[src/rtl/chip8_pkg.sv]
// Shared constants and helpers for the CHIP-8 timebase.
package chip8_pkg;

   localparam int TIMER_W           = 8;
   localparam int DEFAULT_INSTR_DIV = 142857;
   localparam int DEFAULT_TIMER_DIV = 1666667;

   // 60 Hz timers count down to zero and rest there
   function automatic logic [TIMER_W-1:0] tmr_dec(
      input logic [TIMER_W-1:0] v
   );
      return (v == '0) ? '0 : v - TIMER_W'(1);
   endfunction

endpackage

[src/rtl/chip8_strobe_div.sv]
// Free-running divider: one-cycle terminal pulse every DIV enabled cycles.
module chip8_strobe_div #(
   parameter int DIV = 4
) (
   input  logic clk,
   input  logic rst_n,
   input  logic enable,
   output logic pulse
);

   localparam int CW = (DIV > 1) ? $clog2(DIV) : 1;
   localparam logic [CW-1:0] LAST = CW'(DIV - 1);

   logic [CW-1:0] count;

   assign pulse = enable && (count == LAST);

   always_ff @(posedge clk or negedge rst_n) begin
      if (!rst_n) begin
         count <= '0;
      end else if (enable) begin
         count <= pulse ? '0 : count + CW'(1);
      end
   end

endmodule

[src/rtl/chip8_timebase.sv]
// Instruction strobe, 60 Hz tick and delay/sound timers for a CHIP-8 core.
module chip8_timebase
   import chip8_pkg::*;
#(
   parameter int INSTR_DIV = DEFAULT_INSTR_DIV,
   parameter int TIMER_DIV = DEFAULT_TIMER_DIV
) (
   input  logic               clk_in,
   input  logic               rst_in,
   input  logic               active_in,
   input  logic               step_in,
   input  logic               proc_ready_in,
   input  logic               dt_we_in,
   input  logic               st_we_in,
   input  logic [TIMER_W-1:0] timer_data_in,
   output logic               chip8_clk_out,
   output logic               timer_tick_out,
   output logic [TIMER_W-1:0] dt_out,
   output logic [TIMER_W-1:0] st_out,
   output logic               sound_out,
   output logic [7:0]         missed_out
);

   logic instr_tc;
   logic timer_tc;
   logic pending;
   logic req;
   logic issue;
   logic [TIMER_W-1:0] dt_nxt;
   logic [TIMER_W-1:0] st_nxt;

   chip8_strobe_div #(.DIV(INSTR_DIV)) u_instr_div (
      .clk    (clk_in),
      .rst_n  (rst_in),
      .enable (active_in),
      .pulse  (instr_tc)
   );

   chip8_strobe_div #(.DIV(TIMER_DIV)) u_timer_div (
      .clk    (clk_in),
      .rst_n  (rst_in),
      .enable (active_in),
      .pulse  (timer_tc)
   );

   assign req   = instr_tc | (step_in & ~active_in);
   assign issue = pending & proc_ready_in;

   // a load beats a coincident tick
   always_comb begin
      dt_nxt = dt_out;
      st_nxt = st_out;
      if (dt_we_in) begin
         dt_nxt = timer_data_in;
      end else if (timer_tc) begin
         dt_nxt = tmr_dec(dt_out);
      end
      if (st_we_in) begin
         st_nxt = timer_data_in;
      end else if (timer_tc) begin
         st_nxt = tmr_dec(st_out);
      end
   end

   always_ff @(posedge clk_in or negedge rst_in) begin
      if (!rst_in) begin
         pending        <= 1'b0;
         chip8_clk_out  <= 1'b0;
         timer_tick_out <= 1'b0;
         dt_out         <= '0;
         st_out         <= '0;
         sound_out      <= 1'b0;
         missed_out     <= '0;
      end else begin
         pending        <= req | (pending & ~issue);
         chip8_clk_out  <= issue;
         timer_tick_out <= timer_tc;
         dt_out         <= dt_nxt;
         st_out         <= st_nxt;
         sound_out      <= (st_nxt != '0);
         if (req && pending && !issue && missed_out != 8'hFF) begin
            missed_out <= missed_out + 8'd1;
         end
      end
   end

endmodule

[config.mk]
export PLATFORM = sky130hd
export DESIGN_NAME = chip8_timebase
export DESIGN_NICKNAME = d
export VERILOG_FILES = /design/src/rtl/chip8_pkg.sv /design/src/rtl/chip8_strobe_div.sv /design/src/rtl/chip8_timebase.sv
export SDC_FILE = /design/constraint.sdc
export NUM_CORES = 1
export LEC_CHECK = 0
export CORE_AREA = 2 2 81 83
export DETAILED_ROUTE_END_ITERATION = 6
export DIE_AREA = 0 0 83 85
export GPL_ROUTABILITY_DRIVEN = 0
export HOLD_SLACK_MARGIN = 0.15
export MAX_ROUTING_LAYER = met4
export PLACE_DENSITY = 0.82
export SLEW_MARGIN = 20
export SYNTH_ARGS = -nofsm -noshare
export SYNTH_HDL_FRONTEND = slang
export SYNTH_SLANG_ARGS = --single-unit
[constraint.sdc]
create_clock -name clk_in -period 4.7 [get_ports clk_in]
set_input_delay 1.175 -clock clk_in [delete_from_list [all_inputs] [get_ports clk_in]]
set_output_delay 1.175 -clock clk_in [all_outputs]
set_load 0.02 [all_outputs]
==> results of run 1 <==
## synth_stat cells, types with 2 or more instances
cell	n	area, µm²
nand2b_1	3	18.8
o21ai_0	10	50.1
xor2_1	17	149
a21o_1	2	15.0
nand4_1	17	106
inv_1	13	48.8
a21oi_1	5	25.0
nor4b_1	2	17.5
a32oi_1	2	17.5
o211ai_1	5	37.5
o311ai_0	3	26.3
nor4bb_1	3	30.0
and2_1	5	31.3
nand2_1	40	150
nor4_1	7	43.8
xnor2_1	21	184
nand4b_1	4	35.0
dfrtp_1	67	1680
nor2b_1	2	12.5
nor3_1	6	30.0
nor2_1	36	135
nand3b_1	4	30.0
and3_1	7	43.8
or3_1	5	31.3
o31ai_1	5	37.5
clkbuf_1	3	11.3
ha_1	8	100
a31o_2	3	26.3
nand3_1	12	60.1
mux2_2	4	45.0
and4_1	4	35.0
nand4bb_1	3	33.8
buf_2	3	15.0
## how the worst min path moves through the flow
stage               startpoint             to  cells after the start
CTS                    pending  chip8_clk_out                      1
finish                 pending  chip8_clk_out                      1
global route           pending  chip8_clk_out                      1
detailed placement     pending  chip8_clk_out                      1
global placement       pending  chip8_clk_out                      1
floorplan              pending        pending                      2
## area by class of cell
cell class / count / area, µm² / share of cell area
sequential: 67 / 1680 / 0.400
clock buffer: 10 / 138 / 0.0329
timing repair buffer: 43 / 420 / 0.100
multi-input combinational: 265 / 1740 / 0.416
inverter: 13 / 48.8 / 0.0117
tap: 77 / 96.3 / 0.0230
clock inverter: 6 / 63.8 / 0.0152
## where the power goes
part           leakage [nW]  internal [mW]  switching (mW)
sequential            0.869          0.650          0.0967
clock                0.0987          0.259           0.223
combinational         0.820          0.150           0.151
## registers in the layout, indices dropped and copies added (netlist names)
register	count
u_timer_div.count	21
chip8_clk_out	1
missed_out	8
dt_out	8
u_instr_div.count	18
st_out	8
sound_out	1
timer_tick_out	1
pending	1
## worst reg2reg max path: stages (launching register included)
cell and delay, ns:
dfrtp_1 0.42, or4_4 0.55, or3_4 0.40, nor3_4 0.30
o21a_1 0.34, mux2_2 0.37
## layout by cell type (no fill, tap or decap), types with 6 or more instances in the layout
master,count
nor2_1,36
clkdlybuf4s50_1,40
and3_1,7
ha_1,8
inv_1,13
clkbuf_8,10
nand3_1,12
xnor2_1,21
dfrtp_1,67
nand4_1,17
nor3_1,6
nand2_1,40
o21ai_0,10
nor4_1,7
xor2_1,17
## routing by layer
layer	track usage	vias up	wire length, µm
li1	-	1361	-
met1	0.284	1387	3310
met2	0.358	85	3650
met3	0.0584	6	339
met4	0.0507	0	56
met5	-	-	0
## kinds of logic after synthesis
group,Yosys count
xor+xnor,38
fa+ha+maj,8
mux,4
flops,67
simple gates,169
buf+inv,20
compound gates,46
==> results.json, run 1 <==
{
  "grt_pass1_vias": 2659,
  "dp_hpwl_mm": 5.31,
  "cts_resized": 0,
  "syn_avg_cell_area_um2": 9.96,
  "final_util": 0.675,
  "cp_top_family": "simple AND/OR/NAND/NOR gates",
  "max_freq_mhz": 287,
  "cp_slowest_cell": "clkdlybuf4s50_1",
  "drcViolationCount": 0,
  "drive_gt1_frac": 0.0792,
  "routedWlPerCell_um": 15.3,
  "ios": 42,
  "io_buffers": 41,
  "report.final.slew_viol_count": 0,
  "hold_ws_ns": 0.490,
  "synth_async_sr_flop_share": 1.00,
  "synth_cell_type_count": 54,
  "finalHoldViolations": 0,
  "dieArea_um2": 7060,
  "cp_cell_sequence": "clkdlybuf4s50_1, nand4bb_1, nor4_4, and2_1, buf_4, o31ai_1, nor2_1, nand4b_1",
  "syn-instance-count": 352,
  "ys_warn_count": 0,
  "synth_xor_area_frac": 0.0949,
  "grt_usage": 0.222,
  "slowest_delay_ns": 0.75,
  "synthAdderAreaFrac": 0.0285,
  "setup_viol": 0,
  "cp_data_required_time_ns": 4.91,
  "cts.path.max_buffers": 2,
  "worstPathMaxFanout": 16,
  "hold_path_class": "reg -> reg",
  "fp.coreArea_um2": 6200,
  "place_area_um2": 3990,
  "cts_tree": "done",
  "clock_latency_ns": 0.34,
  "cts_setup_buffers": 0,
  "status": "finished, final reports clean",
  "synth-edff-count": 0,
  "drt_iter0_markers": 184,
  "r2r_start": "u_instr_div.count[14]",
  "routed_wl_mm": 7.36,
  "slew_headroom": 0.374,
  "antenna_cells": 0,
  "p_per_area_nw_per_um2": 366,
  "area_delta_synth_final_pct": 19.4,
  "reg2reg_slack_ns": 2.21,
  "critPathCaptureType": "flop",
  "grt_max_degree": 44,
  "netlist_area_um2": 3510,
  "muxShareOfSynthArea": 0.0128,
  "die_h_um": 85,
  "setup_ws_ns": 1.21,
  "tns_ns": 0,
  "grt_pass1_wl_mm": 12.4,
  "cp-endpoint": "sound_out",
  "fill_cells": 473,
  "synth_simple_gate_area_frac": 0.269,
  "numCtsBuffers": 9,
  "synth_nets": 375,
  "rows": 29,
  "cp.arrival_ns": 3.70,
  "power_mw": 1.53,
  "timing.final.crit_share": 0.742,
  "r2r_end": "missed_out[1]",
  "path_buf_inv": 2,
  "clock_skew_ns": 0.00497,
  "worstSetupStartpoint": "active_in",
  "maxCapViolCount": 0,
  "cts-htree-levels": 3,
  "worst_ir_drop_vdd_v": 0.000417,
  "antenna_found_initial": 0,
  "cp.depth": 8,
  "rsz0062_at_grt": "false",
  "period_minus_slack_ns": 3.49,
  "nets": 422,
  "ctsRootBufferMaster": "clkbuf_8",
  "die_w_um": 83,
  "synth_top_family_by_area": "simple AND/OR/NAND/NOR gates",
  "cts.sinks": 67,
  "num_vias": 2839,
  "reg2reg_depth": 5,
  "synthFlopType": "dfrtp_1",
  "vias_per_cell": 5.90,
  "post-place-cells": 465,
  "power.leakage_nw": 1.79,
  "clkTransAtPathRegs_ns": 0.08,
  "initial_core_util": 0.565,
  "postLayoutCellArea_um2": 4190,
  "yosysSeqAreaShare": 0.478,
  "grt-ovfl-total": 0,
  "stdcell_count": 481,
  "dpl_worst_slack_ns": 0.875,
  "ys_ff_latch": 67,
  "cts-hold-fix-buffers": 0,
  "startpoint_type": "input port",
  "worst_slew_pin_slew_ns": 0.938,
  "drtAntennaViolNets": 0,
  "drtPass1Iterations": 4,
  "critical_path_class": "in -> reg",
  "synth_compound_area_frac": 0.0917
}
No activity file was read; power rests on OpenSTA's default activity.
==> run 2, diff against run 1 <==
--- a/config.mk
+++ b/config.mk
@@ -5,13 +5,13 @@
 export SDC_FILE = /design/constraint.sdc
 export NUM_CORES = 1
 export LEC_CHECK = 0
-export CORE_AREA = 2 2 81 83
+export CORE_AREA = 2 2 83 85
 export DETAILED_ROUTE_END_ITERATION = 6
-export DIE_AREA = 0 0 83 85
+export DIE_AREA = 0 0 85 87
 export GPL_ROUTABILITY_DRIVEN = 0
 export HOLD_SLACK_MARGIN = 0.15
 export MAX_ROUTING_LAYER = met4
-export PLACE_DENSITY = 0.82
+export PLACE_DENSITY = 0.79
 export SLEW_MARGIN = 20
 export SYNTH_ARGS = -nofsm -noshare
 export SYNTH_HDL_FRONTEND = slang
==> constraint.sdc (replaced) <==
create_clock -name clk_in -period 3.3 [get_ports clk_in]
set_input_delay 0.825 -clock clk_in [delete_from_list [all_inputs] [get_ports clk_in]]
set_output_delay 0.825 -clock clk_in [all_outputs]
set_load 0.02 [all_outputs]
==> results.json, run 2 (synthesis results as in run 1) <==
{
  "status": "finished, final reports clean",
  "cp.arrival_ns": 2.89,
  "top_usage_layer": "met2",
  "grt_pass1_wl_mm": 13.4,
  "finalHoldViolations": 0,
  "area_delta_synth_final_pct": 19.6,
  "grtUsageMet1": 0.293,
  "place_area_um2": 4040,
  "clockPowerShare": 0.277,
  "grtUsageMet2": 0.370,
  "rows": 30,
  "dieArea_um2": 7400,
  "antenna_cells": 0,
  "fp.coreArea_um2": 6570,
  "grt_pass1_vias": 2875,
  "critical_path_class": "in -> reg",
  "worstPathMaxFanout": 16,
  "rsz0062_at_grt": "false",
  "grtUsageMet3": 0.0398,
  "max_freq_mhz": 374,
  "maxCapViolCount": 0,
  "critPathCaptureType": "flop",
  "clock_latency_ns": 0.34,
  "setup_viol": 0,
  "drtAntennaViolNets": 0,
  "nets": 428,
  "cts_tree": "done",
  "seqPwrFrac": 0.513,
  "layout_commonest_cell": "dfrtp_1",
  "die_w_um": 85,
  "final_util": 0.638,
  "setup_ws_ns": 0.625,
  "cts.path.max_buffers": 2,
  "power.internal_mw": 1.41,
  "regMostFlops": "u_timer_div.count",
  "p_comb_frac": 0.210,
  "worst_ir_drop_vdd_v": 0.000420,
  "cp_data_required_time_ns": 3.51,
  "drcViolationCount": 0,
  "routed_wl_mm": 7.68,
  "clock_skew_ns": 0.00641,
  "dpl_worst_slack_ns": 0.277,
  "report.final.slew_viol_count": 0,
  "reg2reg_slack_ns": 0.95,
  "timing.final.crit_share": 0.811,
  "dp_hpwl_mm": 5.61,
  "grt-ovfl-total": 0,
  "cts-hold-fix-buffers": 0,
  "postLayoutCellArea_um2": 4190,
  "startpoint_type": "input port",
  "final_cell_mix": "67 x dfrtp_1, 40 x nand2_1, 40 x clkdlybuf4s50_1",
  "tns_ns": 0,
  "drive_gt1_frac": 0.0880,
  "worst_slew_pin_slew_ns": 0.570,
  "ctsRootBufferMaster": "clkbuf_8",
  "numCtsBuffers": 9,
  "cts_setup_buffers": 0,
  "die_h_um": 87,
  "drt_iter0_markers": 262,
  "cts-htree-levels": 3,
  "largestRegisters": "u_timer_div.count: 21 flops, u_instr_div.count: 18 flops",
  "io_buffers": 41,
  "grt_usage": 0.233,
  "num_vias": 2849,
  "initial_core_util": 0.534,
  "fill_cells": 546,
  "routedWlPerCell_um": 15.7,
  "period_minus_slack_ns": 2.67,
  "p_per_area_nw_per_um2": 494,
  "cts_resized": 0,
  "cts.sinks": 67,
  "ios": 42,
  "slew_headroom": 0.617,
  "grt_max_degree": 27,
  "p_switching_uw": 662,
  "antenna_found_initial": 0,
  "hold_path_class": "in -> async",
  "largest_reg_flops": 21,
  "vias_per_cell": 5.83,
  "clkTransAtPathRegs_ns": 0.07,
  "switching_share": 0.320,
  "drtPass1Iterations": 5,
  "power.leakage_nw": 1.80
}
## run 2: power groups by stage
| stage | sequential (mW) | combinational [mW] | clock [mW] |
|---|---|---|---|
| after floorplan | 1.09 | 0.224 | 0 |
| after global placement | 1.07 | 0.421 | 0 |
| after detailed placement | 1.07 | 0.436 | 0 |
| after CTS | 1.06 | 0.438 | 0.584 |
| after global routing | 1.08 | 0.484 | 0.621 |
| final | 1.06 | 0.434 | 0.573 |
## run 2: layout make-up
cell class,count,area (µm²),area share
multi-input combinational,265,1740,0.416
tap,80,100,0.0239
timing repair buffer,49,465,0.111
inverter,13,48.8,0.0116
clock inverter,5,31.3,0.00746
clock buffer,10,128,0.0304
sequential,67,1680,0.400
## run 2: worst max-delay path, stage by stage
cell and delay [ns]:
clkdlybuf4s50_1 0.56, nand4bb_1 0.17, nor4_4 0.28, and2_1 0.42, buf_4 0.30, o31ai_1 0.11, nor2_1 0.12, nand4b_1 0.09
## run 2: metrics by stage
stage | total power [mW] | std cells | hold WS (ns)
after global placement | 1.49 | 474 | 0.475
after global routing | 2.19 | 489 | 0.462
after floorplan | 1.31 | 352 | 0.457
after CTS | 2.08 | 489 | 0.443
after detailed placement | 1.51 | 474 | 0.470
final | 2.07 | 489 | 0.437
## run 2: path summary, 6_finish.rpt
path	to	cells past startpoint	startpoint
hold reg to reg	chip8_clk_out	1	pending
hold / removal	u_timer_div.count[15]	1	rst_in
max in group asynchronous	u_instr_div.count[3]	2	rst_in
min in group clk_in	chip8_clk_out	1	pending
setup reg to reg	sound_out	8	u_timer_div.count[0]
setup / recovery	sound_out	8	active_in
## run 2: layer usage
| layer | up-vias | wire length, µm |
|---|---|---|
| met5 | - | 0 |
| met3 | 15 | 319 |
| met2 | 82 | 3840 |
| met4 | 0 | 144 |
| li1 | 1367 | - |
| met1 | 1385 | 3380 |
==> run 3, diff against run 2 <==
--- a/config.mk
+++ b/config.mk
@@ -5,13 +5,13 @@
 export SDC_FILE = /design/constraint.sdc
 export NUM_CORES = 1
 export LEC_CHECK = 0
-export CORE_AREA = 2 2 83 85
+export CORE_AREA = 2 2 87 89
 export DETAILED_ROUTE_END_ITERATION = 6
-export DIE_AREA = 0 0 85 87
+export DIE_AREA = 0 0 89 91
 export GPL_ROUTABILITY_DRIVEN = 0
 export HOLD_SLACK_MARGIN = 0.15
 export MAX_ROUTING_LAYER = met4
-export PLACE_DENSITY = 0.79
+export PLACE_DENSITY = 0.75
 export SLEW_MARGIN = 20
 export SYNTH_ARGS = -nofsm -noshare
 export SYNTH_HDL_FRONTEND = slang
==> constraint.sdc (replaced) <==
create_clock -name clk_in -period 2.34 [get_ports clk_in]
set_input_delay 0.585 -clock clk_in [delete_from_list [all_inputs] [get_ports clk_in]]
set_output_delay 0.585 -clock clk_in [all_outputs]
set_load 0.02 [all_outputs]
==> results.json, run 3 (synthesis results as in run 1) <==
{
  "grt_max_degree": 68,
  "slew_headroom": 0.620,
  "report.final.slew_viol_count": 0,
  "critical_path_class": "in -> reg",
  "worst_ir_drop_vdd_v": 0.000526,
  "cp.arrival_ns": 2.53,
  "die_h_um": 91,
  "drtPass1Iterations": 4,
  "cp_top_family": "simple AND/OR/NAND/NOR gates",
  "dp_hpwl_mm": 5.88,
  "rows": 31,
  "cp_cell_sequence": "clkdlybuf4s50_1, nand4bb_1, nor4_4, buf_4, nand4_1, o211ai_1, nor3_2, nand4b_1",
  "slowest_delay_ns": 0.52,
  "r2r_end": "missed_out[6]",
  "grtUsageMet3": 0.0418,
  "path_buf_inv": 2,
  "vias_per_cell": 5.53,
  "critPathCaptureType": "flop",
  "largest_reg_flops": 21,
  "numCtsBuffers": 9,
  "grt-ovfl-total": 0,
  "startpoint_type": "input port",
  "fp.coreArea_um2": 7140,
  "cp-endpoint": "sound_out",
  "maxCapViolCount": 0,
  "cp_data_required_time_ns": 2.61,
  "io_buffers": 41,
  "worstPathMaxFanout": 7,
  "grt_pass1_wl_mm": 13.7,
  "grt_pass1_vias": 2943,
  "cp_slowest_cell": "clkdlybuf4s50_1",
  "rsz0062_at_grt": "true",
  "cts-hold-fix-buffers": 0,
  "post-place-cells": 520,
  "nets": 456,
  "finalHoldViolations": 0,
  "area_delta_synth_final_pct": 27.9,
  "worstSetupStartpoint": "active_in",
  "top_usage_layer": "met2",
  "grtUsageMet1": 0.279,
  "max_freq_mhz": 442,
  "final_util": 0.629,
  "final_cell_mix": "67 x dfrtp_1, 40 x nand2_1, 40 x clkdlybuf4s50_1",
  "period_minus_slack_ns": 2.26,
  "clkTransAtPathRegs_ns": 0.08,
  "worst_slew_pin_slew_ns": 0.565,
  "num_vias": 2969,
  "reg2reg_depth": 7,
  "largestRegisters": "u_timer_div.count: 21 flops, u_instr_div.count: 18 flops",
  "dieArea_um2": 8100,
  "status": "finished, final reports clean",
  "r2r_start": "u_instr_div.count[7]",
  "cts.path.max_buffers": 2,
  "routedWlPerCell_um": 14.9,
  "antenna_found_initial": 0,
  "clock_latency_ns": 0.34,
  "reg2reg_slack_ns": 0.13,
  "setup_viol": 0,
  "ios": 42,
  "grtUsageMet2": 0.348,
  "timing.final.crit_share": 0.966,
  "clock_skew_ns": 0.0100,
  "regMostFlops": "u_timer_div.count",
  "stdcell_count": 537,
  "grt_usage": 0.219,
  "p_per_area_nw_per_um2": 678,
  "routed_wl_mm": 8.01,
  "initial_core_util": 0.491,
  "postLayoutCellArea_um2": 4490,
  "place_area_um2": 4270,
  "drive_gt1_frac": 0.160,
  "ctsRootBufferMaster": "clkbuf_8",
  "cts_tree": "done",
  "layout_commonest_cell": "dfrtp_1",
  "power.leakage_nw": 1.95,
  "antenna_cells": 0,
  "drcViolationCount": 0,
  "cp.depth": 8,
  "drt_iter0_markers": 149,
  "hold_path_class": "in -> async",
  "drtAntennaViolNets": 0,
  "cts-htree-levels": 3,
  "cts.sinks": 67,
  "die_w_um": 89
}
==> run 3: cell count changes in the layout (fill, tap and decap cells not counted), moves of 2 or more <==
cell      previous run  this run
o31ai_1              5         3
clkbuf_8             9        11
o311ai_0             3         1
o31ai_2              0         2
o311ai_1             0         2
buf_4                8        35
==> run 3: layer usage <==
metal / share of wire / vias up
met5: 0 / -
met4: 0.020 / 0
met3: 0.046 / 17
met2: 0.50 / 86
met1: 0.44 / 1435
li1: - / 1431
==> run 3: worst min path at each step <==
| stage | endpoint | cells past startpoint | start | slack, ns |
|---|---|---|---|---|
| 2_1_floorplan | chip8_clk_out | 0 | rst_in | 0.29 |
| 3_3_place_gp | chip8_clk_out | 1 | pending | 0.47 |
| 3_5_place_dp | chip8_clk_out | 1 | pending | 0.47 |
| 4_1_cts | u_timer_div.count[17] | 2 | rst_in | 0.26 |
| 5_1_grt | st_out[2] | 2 | rst_in | 0.29 |
| 6_report | u_timer_div.count[15] | 2 | rst_in | 0.23 |
==> run 3: layout make-up <==
class                      count  area [µm²]
inverter                      13        48.8
clock inverter                 4        25.0
multi-input combinational    265        1770
tap                           99         124
fill                         624        2650
clock buffer                  12         155
sequential                    67        1680
timing repair buffer          77         688
==> run 3: per-stage QoR <==
step | power, mW | worst slack (ns) | hold WS [ns] | setup TNS, ns
floorplan | 1.85 | 0.114 | 0.289 | 0
global placement | 2.14 | -0.135 | 0.471 | -0.791
detailed placement | 2.17 | -0.211 | 0.473 | -1.98
CTS | 3.05 | 0.0776 | 0.264 | 0
global route | 3.21 | -0.00595 | 0.287 | -0.00595
finish | 3.04 | 0.0794 | 0.228 | 0
==> run 3: worst reg2reg max path: cells and delay by family (launching register included) <==
family,cells,cell delay (ns)
buffers and inverters,1,0.15
flip-flops,1,0.44
AO/OA/AOI/OAI,1,0.19
XOR/XNOR,1,0.14
AND/OR/NAND/NOR,4,1.19
==> run 3: repair_timing <==
action / CTS / global route
buffers inserted: 0 / 1
endpoints found under the setup margin: 0 / 3
gates resized for setup: 0 / 7
==> run 3: power breakdown <==
part | total [mW] | switching, mW | internal [mW]
Combinational | 0.665 | 0.329 | 0.335
Clock | 0.883 | 0.444 | 0.439
Sequential | 1.49 | 0.188 | 1.31
Total | 3.04 | 0.962 | 2.08
